File: src/rtl/conv_sched_pkg.sv
// Shared types and helpers for the convolution block scheduler: state encoding,
// default bank count, a constant-foldable clog2 and the lane-mask generator.
package conv_sched_pkg;

  typedef enum logic [2:0] {
    S_IDLE   = 3'd0,
    S_FILL   = 3'd1,
    S_RUN    = 3'd2,
    S_ROTATE = 3'd3,
    S_LOAD   = 3'd4,
    S_DONE   = 3'd5
  } state_t;

  localparam int N_LANES = 2;
  localparam int BANKS   = N_LANES + 2;

  function automatic int clog2(input int value);
    int result;
    int v;
    result = 0;
    v = value - 1;
    while (v > 0) begin
      result++;
      v = v >> 1;
    end
    return result;
  endfunction

  // LSB-first mask of min(lanes, remaining) active lanes.
  function automatic logic [31:0] lane_mask(input int lanes, input int remaining);
    int count;
    count = (remaining < lanes) ? remaining : lanes;
    if (count < 0) count = 0;
    return (count >= 32) ? '1 : ((32'd1 << count) - 32'd1);
  endfunction

endpackage

File: src/rtl/conv_block_scheduler_bank_rotator.sv
// Holds the physical bank of logical column 0 (base), rotates it by N modulo
// N+2 between blocks, and decodes a logical column into a one-hot write enable.
module bank_rotator
  import conv_sched_pkg::*;
#(
  parameter int N      = N_LANES,
  parameter int BANK_W = clog2(N_LANES + 2)
) (
  input  logic              clk,
  input  logic              rst_n,
  input  logic              clear,
  input  logic              advance,
  input  logic              write,
  input  logic [BANK_W-1:0] col,
  output logic [BANK_W-1:0] base,
  output logic [N+1:0]      we
);

  localparam int NBANK = N + 2;

  logic [BANK_W:0]   adv_sum;
  logic [BANK_W:0]   phys_sum;
  logic [BANK_W-1:0] phys;

  assign adv_sum  = {1'b0, base} + (BANK_W+1)'(N);
  assign phys_sum = {1'b0, base} + {1'b0, col};

  // Both operands are below N+2, so one conditional subtract is a full modulo.
  always_comb begin
    phys = phys_sum[BANK_W-1:0];
    if (phys_sum >= (BANK_W+1)'(NBANK)) phys = BANK_W'(phys_sum - (BANK_W+1)'(NBANK));
  end

  assign we = write ? ({{(N+1){1'b0}}, 1'b1} << phys) : '0;

  // NOTE: state registers use non-blocking assignments so every flop samples
  // pre-edge values regardless of process ordering.
  always_ff @(posedge clk or negedge rst_n) begin
    if (!rst_n) begin
      base <= '0;
    end else if (clear) begin
      base <= '0;
    end else if (advance) begin
      base <= (adv_sum >= (BANK_W+1)'(NBANK)) ? base - BANK_W'(2) : base + BANK_W'(N);
    end
  end

endmodule

File: src/rtl/conv_block_scheduler.sv
// Frame sequencer for N Conv lanes over N+2 rotating column banks.
// Optional macro BLKSCHED_STALL_EN adds i_out_ready back-pressure on the read sweep.
module conv_block_scheduler
  import conv_sched_pkg::*;
#(
  parameter int N          = N_LANES,
  parameter int NB_ADDRESS = 10,
  parameter int BANK_W     = 2
) (
  input  logic                  i_CLK,
  input  logic                  i_rst,
  input  logic                  i_start,
  input  logic [NB_ADDRESS-1:0] i_img_len,
  input  logic                  i_pix_valid,
`ifdef BLKSCHED_STALL_EN
  input  logic                  i_out_ready,
`endif
  output logic                  o_pix_ready,
  output logic [N+1:0]          o_we,
  output logic [NB_ADDRESS-1:0] o_waddr,
  output logic [NB_ADDRESS-1:0] o_raddr,
  output logic [BANK_W-1:0]     o_base,
  output logic                  o_conv_valid,
  output logic [N-1:0]          o_lane_mask,
  output logic                  o_chblk,
  output logic                  o_sop,
  output logic                  o_eop,
  output logic                  o_busy,
  output logic                  o_err
);

  state_t state, state_next;

  logic [NB_ADDRESS-1:0] len;
  logic [NB_ADDRESS-1:0] row;
  logic [BANK_W-1:0]     col;
  logic [NB_ADDRESS-1:0] cols_loaded;
  logic [NB_ADDRESS-1:0] outcols;
  logic [NB_ADDRESS-1:0] raddr;
  logic [N-1:0]          block_mask;
  logic                  conv_valid;
  logic                  sop_pend;
  logic                  err;

  logic                  start_ok;
  logic                  pix_acc;
  logic                  row_last;
  logic                  col_last;
  logic                  load_end;
  logic                  run_adv;
  logic                  run_last;
  logic [NB_ADDRESS-1:0] remaining;
  logic [NB_ADDRESS-1:0] blk_cols;

  assign start_ok    = (state == S_IDLE) && i_start && (i_img_len >= NB_ADDRESS'(3));
  assign o_pix_ready = (state == S_FILL) || (state == S_LOAD);
  assign pix_acc     = o_pix_ready && i_pix_valid;
  assign row_last    = (row == len - NB_ADDRESS'(1));
  // A load ends at the top logical column or when the image runs out of columns.
  assign col_last    = (col == BANK_W'(N + 1)) || (cols_loaded + NB_ADDRESS'(1) == len);
  assign load_end    = pix_acc && row_last && col_last;

`ifdef BLKSCHED_STALL_EN
  assign run_adv = (state == S_RUN) && i_out_ready;
`else
  assign run_adv = (state == S_RUN);
`endif
  assign run_last = run_adv && (raddr == len - NB_ADDRESS'(1));

  assign remaining = len - NB_ADDRESS'(2) - outcols;
  assign blk_cols  = (remaining > NB_ADDRESS'(N)) ? NB_ADDRESS'(N) : remaining;

  bank_rotator #(
    .N      (N),
    .BANK_W (BANK_W)
  ) u_rotator (
    .clk     (i_CLK),
    .rst_n   (i_rst),
    .clear   (start_ok),
    .advance (state == S_ROTATE),
    .write   (pix_acc),
    .col     (col),
    .base    (o_base),
    .we      (o_we)
  );

  // NOTE: the default is assigned before the case so no path leaves
  // state_next unassigned, which would otherwise infer a latch.
  always_comb begin
    state_next = state;
    case (state)
      S_IDLE:         if (start_ok) state_next = S_FILL;
      S_FILL, S_LOAD: if (load_end) state_next = S_RUN;
      S_RUN:          if (run_last) state_next = (cols_loaded == len) ? S_DONE : S_ROTATE;
      S_ROTATE:       state_next = S_LOAD;
      S_DONE:         state_next = S_IDLE;
      default:        state_next = S_IDLE;
    endcase
  end

  // NOTE: every register, including counters and the mask, is cleared by the
  // asynchronous reset so an aborted frame leaves no residue.
  always_ff @(posedge i_CLK or negedge i_rst) begin
    if (!i_rst) begin
      state       <= S_IDLE;
      len         <= '0;
      row         <= '0;
      col         <= '0;
      cols_loaded <= '0;
      outcols     <= '0;
      raddr       <= '0;
      block_mask  <= '0;
      conv_valid  <= 1'b0;
      sop_pend    <= 1'b0;
      err         <= 1'b0;
    end else begin
      state      <= state_next;
      conv_valid <= run_adv;
      err        <= (state == S_IDLE) && i_start && (i_img_len < NB_ADDRESS'(3));

      if (start_ok) begin
        len         <= i_img_len;
        row         <= '0;
        col         <= '0;
        cols_loaded <= '0;
        outcols     <= '0;
        raddr       <= '0;
        sop_pend    <= 1'b1;
      end

      if (pix_acc) begin
        if (row_last) begin
          row         <= '0;
          col         <= col + BANK_W'(1);
          cols_loaded <= cols_loaded + NB_ADDRESS'(1);
        end else begin
          row <= row + NB_ADDRESS'(1);
        end
      end

      // Output columns of the upcoming block are fixed when its data is loaded.
      if (load_end) begin
        block_mask <= N'(lane_mask(N, int'(remaining)));
        outcols    <= outcols + blk_cols;
      end

      if (state == S_ROTATE) col <= BANK_W'(2);

      if (run_adv) raddr <= run_last ? '0 : raddr + NB_ADDRESS'(1);

      if (state == S_RUN) sop_pend <= 1'b0;
    end
  end

  assign o_waddr      = row;
  assign o_raddr      = raddr;
  assign o_conv_valid = conv_valid;
  assign o_lane_mask  = ((state == S_RUN) || conv_valid) ? block_mask : '0;
  assign o_chblk      = (state == S_ROTATE);
  assign o_sop        = (state == S_RUN) && sop_pend;
  assign o_eop        = (state == S_DONE);
  assign o_busy       = (state != S_IDLE);
  assign o_err        = err;

endmodule
File: config.mk
export PLATFORM = sky130hd
export DESIGN_NAME = conv_block_scheduler
export DESIGN_NICKNAME = d
export VERILOG_FILES = /design/src/rtl/conv_sched_pkg.sv /design/src/rtl/conv_block_scheduler_bank_rotator.sv /design/src/rtl/conv_block_scheduler.sv
export SDC_FILE = /design/constraint.sdc
export NUM_CORES = 1
export LEC_CHECK = 0
export ABC_AREA = 1
export BUFFER_PORTS_ARGS = -buffer_cell sky130_fd_sc_hd__buf_2
export CORE_ASPECT_RATIO = 0.6
export CORE_MARGIN = 2
export CORE_UTILIZATION = 33
export CTS_BUF_LIST = sky130_fd_sc_hd__clkbuf_2 sky130_fd_sc_hd__clkbuf_4 sky130_fd_sc_hd__clkbuf_8
export DETAILED_ROUTE_END_ITERATION = 10
export PLACE_DENSITY = 0.55
export SYNTH_ARGS = -nofsm -noshare
export SYNTH_HDL_FRONTEND = slang
export SYNTH_HIERARCHICAL = 1
export SYNTH_SLANG_ARGS = --single-unit
File: constraint.sdc
create_clock -name i_CLK -period 3.3 [get_ports i_CLK]
set_input_delay 0.165 -clock i_CLK [delete_from_list [all_inputs] [get_ports i_CLK]]
set_output_delay 0.165 -clock i_CLK [all_outputs]
set_load 0.02 [all_outputs]
**Word-level counts from Yosys, hierarchy flattened**

Index checks and enable logic that the tools add are counted.
W data, S select, Z words.

- Register bits after elaboration: 62
- Latch bits: 0
- RAM bits: 0
- Bits in read-only memories: 0
- Input port bits: 14
- Output and inout port bits: 35
- Logic and storage cells: 99
- Memories: 0

- Add/sub/neg operators: 14
- Multipliers: 0
- Divide/modulo/power cells: 0
- Magnitude comparators: 8
- Equality and inequality tests: 13
- Shift operators: 2
- Multiplexer cells: 31
- Bitwise gates (word level): 0
- Reduce and logical (&&, ||, !) cells: 19

Operators with widths:

| cell | number |
|---|---|
| $mux W10 | 12 |
| $eq A10 B10 Y1 | 4 |
| $ge A32 B7 Y1 const B | 1 |
| $mux W32 | 1 |
| $shl A1 B32 Y2 const A | 1 |
| $add A10 B1 Y10 const B | 3 |
| $lt A10 B2 Y1 const B | 2 |
| $mux W2 | 10 |
| $mux W3 | 4 |
| $pmux W3 S4 | 1 |
| $add A10 B10 Y10 | 1 |
| $ge A10 B2 Y1 const B | 1 |
| $gt A10 B2 Y1 const B | 1 |
| $lt A10 B1 Y1 const B | 1 |
| $sub A10 B1 Y10 const B | 1 |
| $sub A10 B10 Y10 | 1 |
| $sub A10 B2 Y10 const B | 1 |
| $logic_and A1 B1 Y1 | 8 |
| $reduce_bool A2 Y1 | 4 |
| $eq A3 B2 Y1 const B | 2 |
| $eq A3 B3 Y1 const B | 2 |
| $ge A3 B3 Y1 const B | 2 |
| $mux W4 | 1 |
| $ne A2 B2 Y1 const B | 2 |
| other kinds (16) | 20 |

**Depth between registers and ports, before layout**

- Word-level depth: 10
- Depth in mapped cells: 28
- Depth with buffers taken out: 27

**Modules after synthesis**

Netlist, hierarchy kept.

Modules (own cells, without submodules):

| module | instances | cells each | area an instance (um^2) | seq. area each (um^2) |
|---|---|---|---|---|
| conv_block_scheduler | 1 | 742 | 5,003.5 | 1,501.4 |
| bank_rotator | 1 | 23 | 111.4 | 25.0 |

**Worst setup path before layout**

OpenSTA, ideal clock, no wires.

- Path kind: register to register
- Start point: reg len[1]
- End point: reg outcols[8]
- Arrival: 3.534 ns
- Required time: 3.177 ns
- Setup slack: -0.357 ns
- Stages on the path, launching flop included: 27
- Path buffers: 0
- Period minus slack after synthesis: 3.657 ns
- Cell sequence: dfrtp_1 > inv_1 > ha_1 > inv_1 > ha_1 > inv_1 > fa_1 > inv_1 > nand2_1 > nand2_1 > nand3_1 > nand3_1 > nand2_1 > nor2_1 > and2_1 > nand2_1 > fa_1 > nand3_1 > nand2_1 > nand2_1 > nand2_1 > a21oi_1 > nor2_1 > o21ai_0 > nand2_1 > xnor2_1 > o21ai_1

- Cells in the longest elaborated chain, start to end: 6
- Elaborated cells between the ends (all ways): 13

RTL lines:

| what | RTL line | text |
|---|---|---|
| start, declared | conv_block_scheduler.sv:34 | `logic [NB_ADDRESS-1:0] len;` |
| start signal, assigned | conv_block_scheduler.sv:122 | `len <= i_img_len;` |
| $sub A10 B2 Y10 | conv_block_scheduler.sv:70 | `assign remaining = len - NB_ADDRESS'(2) - outcols;` |
| $sub A10 B10 Y10 | conv_block_scheduler.sv:70 |  |
| $gt A10 B2 Y1 | conv_block_scheduler.sv:71 | `assign blk_cols = (remaining > NB_ADDRESS'(N)) ? NB_ADDRESS'(N) : remaining;` |
| $mux W10 | conv_block_scheduler.sv:71 |  |
| $add A10 B10 Y10 | conv_block_scheduler.sv:144 | `outcols <= outcols + blk_cols;` |
| $mux W10 | conv_block_scheduler.sv:142 | `if (load_end) begin` |
| end signal, assigned | conv_block_scheduler.sv:144 |  |
| end, declared | conv_block_scheduler.sv:38 | `logic [NB_ADDRESS-1:0] outcols;` |

Parallel ways exist; a longest one is shown, timed or not.
A chain may end at the register's enable or synchronous reset.

**Final worst setup path**

Same ends and word-level chain as after synthesis.

==> impl_summary.txt <==
----------------------------------------------------
[STA]
  Maximum achievable frequency ... 297 MHz
  TNS Setup ... -0.0652 ns
  Slew HR ... 0.495
  Minimum clock period ... 3.36 ns
  Post-route fraction of the period consumed by the critical path ... 1.02
  Clock tree skew after final layout ... 0.00848 ns
  Number of hold-slack violations in the final timing report ... 0
  Final worst setup slack ... -0.0624 ns
  Tightest Pin Transition ... 0.758 ns
  Final setup violation count ... 2
  Max-slew violation count ... 0
  Setup repair after global routing missed its margin ... true

[Setup path]
  RR Startpoint ... len[1]
  Kind of launch point of the worst setup path ... flop
  Worst setup path startpoint ... len[1]
  Required time of the critical path ... ~3.5 ns
  Biggest fanout along the worst timing path ... 4
  Critical path destination ... outcols[8]
  Kind of critical path ... flop to flop
  Kind of capture point of the worst setup path ... flop
  Worst-path cell with the longest stage delay ... fa_2
  Reg2Reg Depth ... 26
  Delay of the slowest critical-path stage ... 0.41 ns
  Critical R2R Capture ... outcols[8]
  Cell repeated most along the worst path ... nand2_1
  Worst reg-to-reg setup slack ... -0.06 ns
  Crit path arrival time ... 3.59 ns

[Detailed routing]
  Routed wire per std cell ... 14.2 um
  Via count ... 5092
  Detailed Route Iter0 Violations ... 344
  Final WL ... 15300 um
  Final routed DRC violation total ... 0
  First drt pass iteration count ... 5
  Average via count per standard cell ... 4.74
  Post-DRT Antenna Nets ... 0

[Global routing]
  Wire length of the first global-routing pass ... 24400 um
  Total Routing Usage GR ... 0.193
  Vias in the first global route ... 4484
  Antenna violations before repair ... 0
  Pin count of the biggest net entering global routing ... 33
  Total grt overflow ... 0

[Clock tree]
  Clk sink count ... between 60 and 70
  Clk pin slew, worst setup/hold paths ... around 0.07 ns
  Insertion delay of the later-clocked pin in the worst-skew pair ... 0.35 ns
  Clock tree root buffer cell ... clkbuf_8
  CTS buffer count ... 9
  CTS tree ... yes
  H-tree levels ... 3
  Maximum count of clock buffers along a single path ... 2

[Placement]
  Dpl cells ... around 1100
  DP Wirelength ... 12400 um
  Number of buffer cells added on primary ports ... 47
  Placed Instance Area ... a little under 6000 um^2
  RD Place Congestion ... 0.902

[Layout]
  Design area ... 6330 um^2
  Post-synthesis to final-layout area growth ... 23.8%
  Sequential standard cell area ... 1530 um^2
  Final net count ... 913
  Final cell utilization of the core ... 0.415
  Fraction of layout instances using a drive strength above 1 ... 0.225
  Area of the multi-input gates ... about 3300 um^2
  Post-route non-filler standard cell count ... approximately 1100
  Filler cell count ... 1645

[Power and ir drop]
  Static power due to leakage ... 3.33 nW
  Total power per unit cell area ... 222 nW/um^2
  Overall Power ... around 1.4 mW
  Max rail drop VDD ... 0.139 mV

[Synth]
  Flip-flop and latch count after synthesis ... 61
  Syn_area_per_cell ... approximately 6.7 um^2
  Cell Area, Synth ... 5110 um^2
  Number of warnings printed during yosys synthesis ... 6
  Post-synthesis instance total ... 765
  Proportion of synthesized flip-flops having asynchronous set or reset ... 1.00
  Number of enable-type register cells in the synthesized netlist ... 0
  Count of different cell masters after synthesis ... 46
  Top flip-flop cell by instance count after synthesis ... dfrtp_1
  Register area share after synthesis ... 0.298

[Die]
  Die area ... 16500 um^2
  Width of the chip ... 165 um
  Number of ports placed on the die boundary ... 49
  Vert. Die Dim ... 100 um
  Starting density of the core ... 0.336
  Floorplan row count ... 35
  Floorplan Core Area ... 15200 um^2

[Hold path]
  Type of the tightest min-delay check ... input port to flop

[Status]
  Outcome ... complete, but fails checks
  Failing checks ... setup timing

[Job]
  Max-cap viol count ... 0

----------------------------------------------------
[kinds of logic after synthesis]
kind of cell / Yosys count / share of synthesized area
adders and majority gates: 32 / 0.0812
buffers and inverters: 140 / 0.108
AOI/OAI and AO/OA: 71 / 0.0775
other: 2 / 0.00147
and+or+nand+nor: 425 / 0.372
DFF: 61 / 0.298
xor gates and xnor gates: 34 / 0.0612
[final cells by class]
type                            count  share of cell area
Multi-Input combinational cell    570               0.518
Clock inverter                      4             0.00395
Tap cell                          203              0.0401
Timing Repair Buffer               96              0.0963
Antenna cell                        1            0.000395
Sequential cell                    61               0.241
Clock buffer                       11              0.0229
Inverter                          129              0.0773
[synth_stat cells (7+ instances only)]
cell | count | share of area
nand2_1 | 228 | 0.17
inv_1 | 114 | 0.084
nand3_1 | 78 | 0.076
dfrtp_1 | 61 | 0.30
nor2_1 | 59 | 0.043
ha_1 | 30 | 0.073
xor2_1 | 27 | 0.046
o21ai_0 | 25 | 0.024
a21oi_1 | 15 | 0.015
nand4_1 | 13 | 0.016
inv_2 | 12 | 0.0088
o22ai_1 | 11 | 0.013
o21ai_1 | 10 | 0.0098
nor3_1 | 8 | 0.0078
nand2_2 | 7 | 0.0086
[metrics by stage]
stage                     setup WS, ns  hold WS, ns
after floorplan                -0.0408       -0.131
after global placement         -0.0983        0.285
after detailed placement        -0.167        0.287
after CTS                      -0.0658       0.0572
after global routing            -0.304       0.0674
final                          -0.0624       0.0670
[registers in the layout, summed over array words and instances (netlist names), 2 cells and up]
register and count:
col 2, o_waddr 10, state 3, block_mask 2, o_raddr 10, outcols 10, len 10, cols_loaded 10
[placed cells by master (no fill, tap or decap), types with 21 or more instances in the layout]
master     n
nand2_1  219
buf_4     47
xor2_1    26
inv_1    108
ha_1      21
nand3_1   73
nor2_1    57
buf_2     47
o21ai_0   23
dfrtp_1   61
[layer usage]
metal | share of wire | vias to the layer above | track usage
li1 | - | 2644 | -
met1 | 0.57 | 2283 | 0.326
met2 | 0.35 | 156 | 0.235
met3 | 0.071 | 9 | 0.0533
met4 | 0.0054 | 0 | 0.0281
met5 | 0 | - | 0
[critical path, delay by kind of cell, from the launching register on]
| family | cells | cell delay (ns) |
|---|---|---|
| xor gates and xnor gates | 1 | 0.13 |
| and+or+nand+nor | 14 | 1.09 |
| adders and majority gates | 4 | 1.07 |
| DFF | 1 | 0.39 |
| AOI/OAI and AO/OA | 3 | 0.35 |
| buffers and inverters | 4 | 0.23 |
[worst min-delay path by stage]
stage | from | end | cells after the start
3_3_place_gp | i_rst | u_rotator/base[1] | 1
2_1_floorplan | i_rst | block_mask[0] | 0
6_report | i_img_len[4] | len[4] | 3
4_1_cts | i_img_len[4] | len[4] | 3
5_1_grt | i_img_len[4] | len[4] | 3
3_5_place_dp | i_rst | col[1] | 1
[power breakdown]
| group | internal, mW | switching [mW] |
|---|---|---|
| clock network | 0.294 | 0.311 |
| logic | 0.0155 | 0.0361 |
| registers | 0.747 | 0 |
| total | 1.06 | 0.347 |
[repair_timing]
item / CTS / global route
endpoints found under the setup margin: 5 / 6
setup buffers: 6 / 2
gates resized for setup: 6 / 24
pin swaps: 14 / 7
hold buffers: 1 / 0
endpoints found under the hold margin: 30 / 0
Power figures use the tool's default switching activity.
